### config.mk
export PLATFORM = sky130hd
export DESIGN_NAME = irq_pending_ctrl
export DESIGN_NICKNAME = d
export VERILOG_FILES = /design/src/rtl/irq_pending_ctrl_pkg.sv /design/src/rtl/irq_pending_ctrl_prio_enc.sv /design/src/rtl/irq_pending_ctrl.sv
export SDC_FILE = /design/constraint.sdc
export NUM_CORES = 1
export LEC_CHECK = 0
export ABC_AREA = 1
export BUFFER_PORTS_ARGS = -buffer_cell sky130_fd_sc_hd__clkbuf_2
export CAP_MARGIN = 20
export CORE_MARGIN = 2
export CORE_UTILIZATION = 48
export CTS_CLUSTER_DIAMETER = 30
export DETAILED_ROUTE_END_ITERATION = 10
export GPL_ROUTABILITY_DRIVEN = 0
export HOLD_SLACK_MARGIN = 0.08
export PLACE_DENSITY = 0.86
export SETUP_SLACK_MARGIN = 0.15
export SKIP_LAST_GASP = 1
export SYNTH_ARGS = -nofsm -noshare
export SYNTH_HDL_FRONTEND = slang
export SYNTH_SLANG_ARGS = --single-unit
export TNS_END_PERCENT = 5
### constraint.sdc
create_clock -name clk -period 1.3 [get_ports clk]
set_input_delay 0.13 -clock clk [delete_from_list [all_inputs] [get_ports clk]]
set_output_delay 0.13 -clock clk [all_outputs]
set_load 0.03 [all_outputs]
### src/rtl/irq_pending_ctrl_pkg.sv
// Shared sizes and FSM state encoding for the interrupt pending/offer path.
package irq_pending_ctrl_pkg;

  localparam int IRQ_N   = 8;
  localparam int IRQ_IDW = 3;

  typedef enum logic [1:0] {
    IDLE  = 2'd0,
    OFFER = 2'd1,
    GAP   = 2'd2
  } state_t;

endpackage

### src/rtl/irq_pending_ctrl_prio_enc.sv
// Lowest-index-wins priority encoder: reports the index of the lowest set bit
// and whether any bit is set.
module prio_enc_lsb
  import irq_pending_ctrl_pkg::*;
#(
  parameter int N   = IRQ_N,
  parameter int IDW = IRQ_IDW
) (
  input  logic [N-1:0]   vec,
  input  logic           unused_tie,
  output logic [IDW-1:0] id,
  output logic           any
);

  // Scan from the top down so the lowest set index is the last one written.
  always_comb begin
    id  = '0;
    any = 1'b0;
    for (int i = N - 1; i >= 0; i--) begin
      if (vec[i]) begin
        id  = IDW'(i);
        any = 1'b1;
      end
    end
  end

  logic unused_ok;
  assign unused_ok = unused_tie;

endmodule

### src/rtl/irq_pending_ctrl.sv
// Request capture, pending/overflow tracking and single-id offer handshake
// feeding the downstream 8-to-3 priority path.
module irq_pending_ctrl
  import irq_pending_ctrl_pkg::*;
#(
  parameter int N    = IRQ_N,
  parameter int IDW  = IRQ_IDW,
  parameter int EDGE = 1
) (
  input  logic           clk,
  input  logic           rst,
  input  logic [N-1:0]   req,
  input  logic [N-1:0]   mask,
  input  logic           ack,
  input  logic           clr_ovf,
  output logic           irq_valid,
  output logic [IDW-1:0] irq_id,
  output logic [N-1:0]   pending,
  output logic [N-1:0]   ovf
);

  state_t         state_q;
  state_t         state_n;
  logic [N-1:0]   req_q;
  logic           arm;
  logic [N-1:0]   ev;
  logic [N-1:0]   clr_vec;
  logic [N-1:0]   pending_n;
  logic [N-1:0]   ovf_n;
  logic [N-1:0]   elig;
  logic [IDW-1:0] sel;
  logic           any_elig;
  logic           ack_fire;
  logic           id_load;

  // Edge mode: the first cycle after reset only establishes the baseline of
  // req levels, so lines held high through reset do not look like new edges.
  assign ev = (EDGE != 0) ? (req & ~req_q & {N{arm}}) : req;

  // Ack only counts while an id is actually being offered.
  assign ack_fire = (state_q == OFFER) && ack;
  assign clr_vec  = ack_fire ? (N'(1) << irq_id) : '0;

  // A new event wins over the ack-clear of the same bit; overflow is only
  // raised when the bit was pending and is not being retired on this edge.
  always_comb begin
    pending_n = (pending & ~clr_vec) | ev;
    ovf_n     = (clr_ovf ? '0 : ovf) | (ev & pending & ~clr_vec);
  end

  assign elig = pending & ~mask;

  prio_enc_lsb #(
    .N   (N),
    .IDW (IDW)
  ) u_enc (
    .vec        (elig),
    .unused_tie (1'b0),
    .id         (sel),
    .any        (any_elig)
  );

  // Request history, pending and sticky overflow registers.
  always_ff @(posedge clk) begin
    if (rst) begin
      req_q   <= '0;
      arm     <= 1'b0;
      pending <= '0;
      ovf     <= '0;
    end else begin
      req_q   <= req;
      arm     <= 1'b1;
      pending <= pending_n;
      ovf     <= ovf_n;
    end
  end

  // FSM state register and the latched offered id.
  always_ff @(posedge clk) begin
    if (rst) begin
      state_q <= IDLE;
      irq_id  <= '0;
    end else begin
      state_q <= state_n;
      if (id_load) begin
        irq_id <= sel;
      end
    end
  end

  // Next-state: latch the winner from IDLE, hold it until ack, then one gap.
  always_comb begin
    state_n = state_q;
    id_load = 1'b0;
    case (state_q)
      IDLE: begin
        if (any_elig) begin
          id_load = 1'b1;
          state_n = OFFER;
        end
      end
      OFFER: begin
        if (ack) begin
          state_n = GAP;
        end
      end
      GAP: begin
        state_n = IDLE;
      end
      default: begin
        state_n = IDLE;
      end
    endcase
  end

  assign irq_valid = (state_q == OFFER);

endmodule

Word-level counts from Yosys, hierarchy flattened
Index checks and enable logic that the tools add are counted.
{"block": "word_totals", "ff_bits": 30, "in_bits": 20, "out_inout_bits": 20}
{"block": "op_classes", "eq_ne": 3, "n_shift": 1, "muxes": 24, "n_bitwise": 11, "reduce_logical": 3}
{"cell": "$and 8x8->8", "count": 6}
{"cell": "$mux 3", "count": 8}
{"cell": "$not 8->8", "count": 3}
{"cell": "$mux 8", "count": 2}
{"cell": "$or 8x8->8", "count": 2}
{"cell": "$mux 1", "count": 11}
{"cell": "$shl 1x3->8 const A", "count": 1}
{"cell": "$mux 2", "count": 2}
{"cell": "$ne 2x2->1 const B", "count": 2}
{"cell": "$pmux 2 s2", "count": 1}
{"cell": "$eq 2x1->1 const B", "count": 1}
{"cell": "$logic_not 2->1", "count": 1}
{"cell": "$reduce_and 2->1", "count": 1}
{"cell": "$logic_and 1x1->1", "count": 1}

Longest topological paths before layout
Gate-level depths: netlist of run 1.
{"block": "logic_depth", "word_depth": 12, "mapped_depth": 10, "depth_no_buf": 10}

Cells and area by module
A second synthesis of run 1 with hierarchy kept.
{"block": "unflattened", "hier_cells": 194, "area_unflattened_um2": 1400.1}
{"module": "irq_pending_ctrl", "n_inst": 1, "cells_per_inst": 172, "area_per_inst_um2": 1301.2, "seq_area_each_um2": 600.6}
{"module": "prio_enc_lsb", "n_inst": 1, "cells_per_inst": 22, "area_per_inst_um2": 98.8, "seq_area_each_um2": 0.0}

Worst setup path before layout of run 1
Ideal clock, no wire load.
{"block": "synth_path", "kind": "register to register", "start": "register pending[1]", "end": "register irq_id[2]", "t_arrival_ns": 1.115, "slack_ns": 0.119, "stages_incl_launch_ff": 9, "n_path_buf": 0, "period_less_slack_ns": 1.181, "path_cell_list": "dfxtp_1 nand2_1 nand2_1 nor2_2 nand2_1 nand2_2 inv_2 o22ai_1 nor2_1"}
{"block": "synth_via", "elab_chain_cells": 5, "elab_cells_between_ends": 7, "classes_between": "6 x mux; 1 x bitwise"}
{"item": "start, declared", "line": "irq_pending_ctrl.sv:18", "rtl": "output logic [N-1:0] pending,"}
{"item": "start signal, assigned", "line": "irq_pending_ctrl.sv:73", "rtl": "pending <= pending_n;"}
{"item": "$and 8x8->8 *", "line": "irq_pending_ctrl.sv:51", "rtl": "assign elig = pending & ~mask;"}
{"item": "$mux 1 (2 in a row)", "line": "irq_pending_ctrl_prio_enc.sv:20", "rtl": "if (vec[i]) begin"}
{"item": "$mux 1", "line": "irq_pending_ctrl.sv:97", "rtl": "if (any_elig) begin"}
{"item": "$mux 1", "line": "irq_pending_ctrl.sv:95", "rtl": "case (state_q)"}
{"item": "end signal, assigned", "line": "irq_pending_ctrl.sv:86", "rtl": "irq_id <= sel;"}
{"item": "end, declared", "line": "irq_pending_ctrl.sv:17", "rtl": "output logic [IDW-1:0] irq_id,"}
Mark *: on every way between the ends. The rest lies on a longest branch, timed or not.
A chain may end at the register's enable or synchronous reset.

Final worst setup path of run 1
{"block": "layout_path", "start": "register irq_id[0]", "end": "output port irq_id[0]"}
No word-level cell between the ends.

==> metrics.yaml, run 1 <==
status: "complete, no violations"
p_per_area_nw_per_um2: 1372
via_per_inst: 4.870
route.detailed.drc: 0
detail_route.iter0.violations: 26
synth_top_area_share_pct: 50.26
worstMarginPinSlew_ns: 0.2984
cts.sinks: 30
fin_tns_setup_ns: 0
die_w_um: 53.90
avgSynthCellArea_um2: 7.331
peakVddDrop_mv: 1.071
hold_viol: 0
max_stage_delay_ns: 0.47
slew_headroom_pct: 79.95
synth_nets: 183
drive_gt1_share_pct: 31.80
dp.cells: 231
wl_mm: 2.811
ys_ff_latch: 30
arrival_ns: 1.06
grt_pass1_vias: 1102
dp_hpwl_mm: 2.014
cts_made_buffers: 5
diodes: 0
syn_inst: 163
finalNonFillerCells: 247
hold_class: "in2reg"
finalCritPeriodShare_pct: 91.88
final_antenna_net_count: 0
yosysSeqAreaShare_pct: 50.26
synthesis.area_um2: 1195
ys_top_cells_by_count: "dfxtp_1 (30), nand2_1 (30), inv_1 (25), nor2_1 (23), a21oi_1 (18)"
grt_util_all_layers_pct: 22.61
port_buffers: 39
die-area_um2: 2905
grt_start_max_net_pins: 13
rsz0062_at_grt: "yes"
critPathSlowestCell: "dfxtp_1"
fp.dieH_um: 53.90
fmax_ghz: 0.8372
async_flop_share_pct: 0
cts-htree-levels: 2
ios: 40
setup.worst_path.end_class: "primary output"
synth_cell_types: 16
seqCellArea_um2: 614.3
clock_path_buffers: 2
clk_pin_slew_ns: 0.09
period_needed_ns: 1.194
synth-main-ff-cell: "dfxtp_1"
root_buffer: "clkbuf_4"
critical_path_buf_inv_count: 1
fp.coreArea_um2: 2410
firstDrtPassIters: 4
start_kind: "flip-flop"
crit_type: "reg2out"
gr-total-overflow: 0
yosysWarnings: 0
setup_viol: 0
crit_chain: "clkbuf_2"
wl_per_cell_um: 11.38
antenna_found_initial: 0
fin_ws_ns: 0.1056
p_leak_nw: 0.8137
crit_family: "flip-flops"
std_cell_rows: 18
cts_tree: "yes"
start_util_pct: 49.58
crit_required_ns: 1.17
grt_pass1_wl_mm: 4.533
synthTopCellsByArea: "dfxtp_1 (50%), nand2_1 (9.4%), inv_1 (7.9%)"
synth_top_area_cell: "dfxtp_1"
crit_fanout: 6
num_vias: 1203
dp_slack_ns: 0.1733
multi_input_area_um2: 486.7
clk-insertion-delay-late_ns: 0.33
nets: 237
final_max_slew_viol_count: 0
nFillCells: 201
skew_ns: 0.01077
drv_cap: 0
synth_edf_count: 0
area.growth.synth_to_final_pct: 35.71
==> worst paths after layout <==
kind               from          to  slack (ns)  cells after the start
max reg2reg  pending[2]   irq_id[2]        0.17                      8
min reg2reg      ovf[6]      ovf[6]        0.47                      2
max           irq_id[0]   irq_id[0]        0.11                      1
min                 ack  state_q[1]        0.11                      3
==> metal layers <==
layer	part of all wire (%)	track usage, %	vias to the layer above
met5	0	0	-
met4	1.9	12.39	0
met3	4.9	5.833	4
met2	50	36.59	32
met1	43	27.16	536
li1	-	-	631
==> repair_timing <==
item	CTS	global route
setup buffers	0	1
hold buffers	8	0
pin swaps	0	1
endpoints found under the hold margin	8	0
setup endpoints to repair	5	13
resized for setup	3	4
cloned	0	0
==> layout make-up <==
type,instances,share of cell area [%]
inverter,27,6.250
sequential,30,37.89
multi-input combinational,103,30.02
clock inverter,1,1.852
timing repair buffer,50,18.52
tap,30,2.315
clock buffer,6,3.164
==> per-stage QoR <==
stage / cell area (µm²) / util, % / hold slack [ns] / total power [mW]
after floorplan: 1205 / - / 0.2546 / 1.315
final: 1622 / 67.29 / 0.1092 / 2.225
after CTS: 1605 / 66.61 / 0.1120 / 2.208
after global routing: 1622 / 67.29 / 0.1152 / 2.337
after global placement: 1438 / 59.66 / 0.3418 / 1.429
after detailed placement: 1438 / 59.66 / 0.3538 / 1.435
==> flip-flops by register name, indices dropped and copies added (netlist names) <==
signal,flops
state_q,2
arm,1
irq_id,3
req_q,8
ovf,8
pending,8
==> where the power goes <==
part           switching (mW)  leakage, nW  total [mW]  internal (mW)
clock network           0.318       0.0443       0.765          0.448
registers              0.0625        0.251        1.05          0.984
logic                   0.265        0.518       0.413          0.148
total                   0.645        0.814        2.22           1.58
==> cell usage in the layout (no fill, tap or decap), types with 5 or more instances in the layout <==
cell type,instances
clkbuf_2,38
nand2_1,29
inv_1,25
nor2_1,23
dfxtp_1,19
a21oi_1,18
dfxtp_2,11
nor3_1,9
nand4_1,8
nand3_1,8
dlygate4sd3_1,8
clkbuf_4,5
==> cell families after synthesis <==
logic type,count (synthesis),share of synthesized area [%]
flops,30,50.26
compound gates,22,10.05
buf+inv,30,9.738
simple gates,81,29.95
Note: power is estimated with default switching activity, not from simulation.
==> run 2, diff against run 1 <==
CORE_UTILIZATION = 30   (was 48)
PLACE_DENSITY = 0.61   (was 0.86)
REMOVE_ABC_BUFFERS = 1   (was not set)
==> run 2 against run 1 <==
Utilization fell by 24 points. Critical path type is now reg2reg. Power fell by 4.3%. Via count fell by 2.7%. Wire length rose by 1.8%. Global-route usage fell by 7.8 points. Maximum frequency rose by 3.9%. Sequential power barely moved. Cell count rose by 6.5%. Critical endpoint is now pending[3]. Combinational power fell by 3%.
==> metrics.yaml, run 2 (same netlist as run 1, synthesis figures left out) <==
dp_slack_ns: 0.1646
wl_mm: 2.863
grt_start_max_net_pins: 19
via_per_inst: 4.449
placed_area_um2: 1450
hold_class: "in2reg"
cts-htree-levels: 2
clk-insertion-delay-late_ns: 0.28
root_buffer: "clkbuf_8"
layout_common_cells: "clkbuf_2 (39), nand2_1 (29), dfxtp_1 (27), inv_1 (24), nor2_1 (23)"
grt_pass1_vias: 1084
wl_per_cell_um: 10.89
diodes: 0
power_frac_comb_pct: 18.7
clk_pin_slew_ns: 0.06
nets: 235
dp.cells: 249
final_common_cell: "clkbuf_2"
start_util_pct: 31.92
port_buffers: 39
start_kind: "flip-flop"
crit_type: "reg2reg"
dp_hpwl_mm: 2.125
drv_cap: 0
fin_ws_ns: 0.1499
crit_fanout: 8
p_clk_share_pct: 32.2
area.growth.synth_to_final_pct: 34.87
ios: 40
p_per_area_nw_per_um2: 1321
arrival_ns: 1.31
hold_ws_ns: 0.08858
nFillCells: 431
detail_route.iter0.violations: 14
grt_pass1_wl_mm: 4.767
fmax_ghz: 0.8695
worstMarginPinSlew_ns: 0.3808
cts.sinks: 30
route.detailed.drc: 0
final_max_slew_viol_count: 0
fp.coreArea_um2: 3744
gr-total-overflow: 0
setup_viol: 0
post-route-cell-area_um2: 1612
cts_made_buffers: 5
die_w_um: 67.11
crit_required_ns: 1.46
switchingPower_uw: 642.9
setup.worst_path.end_class: "flip-flop"
slew_headroom_pct: 74.62
antenna_found_initial: 0
finalCritPeriodShare_pct: 88.47
die-area_um2: 4504
finalNonFillerCells: 263
period_needed_ns: 1.150
status: "complete, no violations"
rsz0062_at_grt: "yes"
drive_gt1_share_pct: 27.44
p_leak_nw: 0.7941
p_seq_share_pct: 49.1
clock_path_buffers: 2
std_cell_rows: 22
fp.dieH_um: 67.11
peakVddDrop_mv: 0.5492
cts_tree: "yes"
firstDrtPassIters: 6
fin_util_pct: 43.05
cts_setup_buffers: 0
p_total_mw: 2.129
final_antenna_net_count: 0
fin_tns_setup_ns: 0
skew_ns: 0.004014
p_int_mw: 1.486
grt_util_all_layers_pct: 14.77
p_sw_share_pct: 30.20
top_regs: "ovf (8), pending (8), req_q (8)"
num_vias: 1170
hold_viol: 0
==> run 2: changes by cell type in the layout (fill, tap and decap cells not counted), moves of 2 or more <==
cell      change
dfxtp_2       -8
clkbuf_8      +4
dfxtp_1       +8
clkbuf_4      -5
buf_4         -2
clkbuf_1      +2
==> run 2: per-layer routing <==
layer  share of wire (%)  wire length [µm]  vias to the layer above  track usage (%)
li1                    -                 -                      622                -
met1                  50              1423                      513            18.98
met2                  43              1226                       30            22.28
met3                 5.5               157                        5            4.392
met4                 2.0                56                        0            7.653
met5                   0                 0                        -                0
==> run 2: worst paths after layout <==
| path | end | cells past startpoint | from | slack [ns] |
|---|---|---|---|---|
| worst max-delay path | pending[3] | 6 | state_q[1] | 0.15 |
| worst min-delay path | req_q[6] | 3 | req[6] | 0.09 |
| worst max register to register | pending[3] | 6 | state_q[1] | 0.15 |
| worst min register to register | ovf[1] | 2 | ovf[1] | 0.46 |
==> run 2: power by group through the flow <==
stage	Sequential, mW	Combinational [mW]	Clock [mW]
global placement	1.06	0.375	0
global route	1.05	0.449	0.733
floorplan	1.12	0.181	0
finish	1.05	0.399	0.685
CTS	1.04	0.398	0.707
detailed placement	1.06	0.381	0
==> run 2: cell type report <==
type,count,area [µm²],area share [%]
Sequential cell,30,604.3,37.50
Multi-Input combinational cell,103,489.2,30.36
Timing Repair Buffer,48,280.3,17.39
Inverter,27,101.3,6.289
Clock buffer,7,76.32,4.736
Tap cell,48,60.06,3.727
==> run 2: worst max-delay path, cell delays in order, from the launching register on <==
cell     delay, ns
dfxtp_2       0.32
inv_2         0.06
nand2_4       0.06
nor2_4        0.20
nand4_1       0.18
a21oi_2       0.16
nor2_1        0.04
==> run 2: what timing repair did <==
action,CTS,global route
cloned,0,0
setup endpoints to repair,2,22
endpoints found under the hold margin,7,0
hold buffers,7,0
pin swaps,0,4
resized for setup,1,6
==> run 3, diff against run 2 <==
ABC_AREA = not set   (was 1)
==> run 3 against run 2 <==
Critical path depth decreased by 2. Worst hold slack improved by 0.0024 ns. Sequential share of layout area decreased by 2.9 points. Register-to-register slack about the same. Critical path type unchanged. Largest cell class is now multi-input gates.
==> metrics.yaml, run 3 <==
top_regs: "ovf (8), pending (8), req_q (8)"
synth_edf_count: 0
fp.dieH_um: 69.23
rsz0062_at_grt: "yes"
diodes: 0
grt_pass1_vias: 1041
start_util_pct: 31.45
firstDrtPassIters: 4
port_buffers: 39
ios: 40
finalNonFillerCells: 235
via_per_inst: 4.774
crit_required_ns: 1.48
max_stage_delay_ns: 0.33
worstMarginPinSlew_ns: 0.3455
hold_ws_ns: 0.09100
finalCritPeriodShare_pct: 88.49
die-area_um2: 4792
crit_fanout: 3
cts.sinks: 30
fin_ws_ns: 0.1496
grt_pass1_wl_mm: 4.981
placed_area_um2: 1554
rr_startpoint: "pending[5]"
cts_made_buffers: 5
std_cell_rows: 23
fin_util_pct: 43.08
cp-endpoint: "state_q[0]"
hold_class: "in2reg"
area.growth.synth_to_final_pct: 36.96
nets: 204
synthTopCellsByArea: "dfxtp_1 (47%), o31ai_2 (6.9%), nor2b_1 (6.4%)"
rr_endpoint: "state_q[0]"
synth_cell_types: 32
root_buffer: "clkbuf_8"
clock_path_buffers: 2
gr-total-overflow: 0
p_total_mw: 2.300
final_max_slew_viol_count: 0
synthesis.area_um2: 1276
clk-insertion-delay-late_ns: 0.28
synth_top_area_share_pct: 47.06
die_w_um: 69.23
route.detailed.drc: 0
peakVddDrop_mv: 0.7436
num_vias: 1122
wl_per_cell_um: 12.76
setup_viol: 0
crit_type: "reg2reg"
final_antenna_net_count: 0
p_leak_nw: 0.7443
dp.cells: 219
crit_chain: "nand2b_1 > nand4_1 > o21a_1 > o21a_1"
grt_util_all_layers_pct: 13.18
critPathSlowestCell: "dfxtp_1"
drv_cap: 0
synth-main-ff-cell: "dfxtp_1"
cpMostUsedCell: "o21a_1"
detail_route.iter0.violations: 33
cts_tree: "yes"
p_per_area_nw_per_um2: 1316
drive_gt1_share_pct: 42.16
crit_start: "pending[5]"
period_needed_ns: 1.150
status: "complete, no violations"
antenna_found_initial: 0
start_kind: "flip-flop"
hold_viol: 0
dp_slack_ns: 0.1809
yosysSeqAreaShare_pct: 47.06
syn_inst: 131
ys_top_cells_by_count: "dfxtp_1 (30), nand2_1 (16), nor2b_1 (13), a21oi_1 (10), nand3_1 (9)"
grt_start_max_net_pins: 19
dp_hpwl_mm: 2.258
final_common_cell: "clkbuf_2"
reg2reg_depth: 4
avgSynthCellArea_um2: 9.742
slew_headroom_pct: 76.94
rrSetupSlack_ns: 0.15
post-route-cell-area_um2: 1748
fin_tns_setup_ns: 0
async_flop_share_pct: 0
synth.most_common_cell: "dfxtp_1"
setup.worst_path.end_class: "flip-flop"
fmax_ghz: 0.8693
layout_common_cells: "clkbuf_2 (38), dfxtp_1 (27), nand2_1 (16), nor2b_1 (12), a21oi_1 (10)"
cts-htree-levels: 2
yosysWarnings: 0
synth_top_area_cell: "dfxtp_1"
fp.coreArea_um2: 4058
clk_pin_slew_ns: 0.06
ys_ff_latch: 30
skew_ns: 0.004558
wl_mm: 2.998
arrival_ns: 1.33
[run 3: power breakdown]
group | internal [mW] | leakage [nW] | switching (mW)
Combinational | 0.166 | 0.439 | 0.226
Sequential | 0.975 | 0.248 | 0.0466
Clock | 0.534 | 0.0575 | 0.352
Total | 1.67 | 0.744 | 0.625
[run 3: what timing repair did]
item	CTS	global route
hold endpoints to repair	6	0
buffers inserted	0	2
setup endpoints to repair	1	6
resized for setup	3	3
pin swaps	0	2
hold buffers	6	0
[run 3: cell families after synthesis]
group | Yosys count | share of synthesized area (%)
DFF | 30 | 47.06
buffers and inverters | 8 | 2.646
and+or+nand+nor | 65 | 32.26
AOI/OAI and AO/OA | 28 | 18.04
[run 3: worst min path at each step]
stage | start | to | slack, ns | cells past startpoint
final | req[2] | req_q[2] | 0.09 | 2
after global routing | req[6] | req_q[6] | 0.1 | 2
after CTS | req[2] | req_q[2] | 0.08 | 2
after detailed placement | req[1] | req_q[1] | 0.37 | 2
after global placement | req[0] | req_q[0] | 0.36 | 2
after floorplan | rst | irq_id[1] | 0.19 | 1
[run 3: worst max-delay path, delay by kind of cell, from the launching register on]
family | cells | cell delay (ns)
AO/OA/AOI/OAI | 2 | 0.44
flip-flops | 1 | 0.33
AND/OR/NAND/NOR | 2 | 0.27
[run 3: metal layers]
layer,track usage [%],routed length [µm],vias up
li1,-,-,573
met1,16.82,1444,513
met2,20.30,1337,32
met3,5.087,178,4
met4,4.575,38,0
met5,0,0,-
[run 3: final cells by class]
| cell class | count | area, µm² |
|---|---|---|
| fillers | 405 | 2310 |
| multi-input cells | 93 | 644.4 |
| flip-flops and latches | 30 | 604.3 |
| repair buffers | 51 | 315.3 |
| clock buffers | 8 | 110.1 |
| well taps | 50 | 62.56 |
| inverters | 3 | 11.26 |
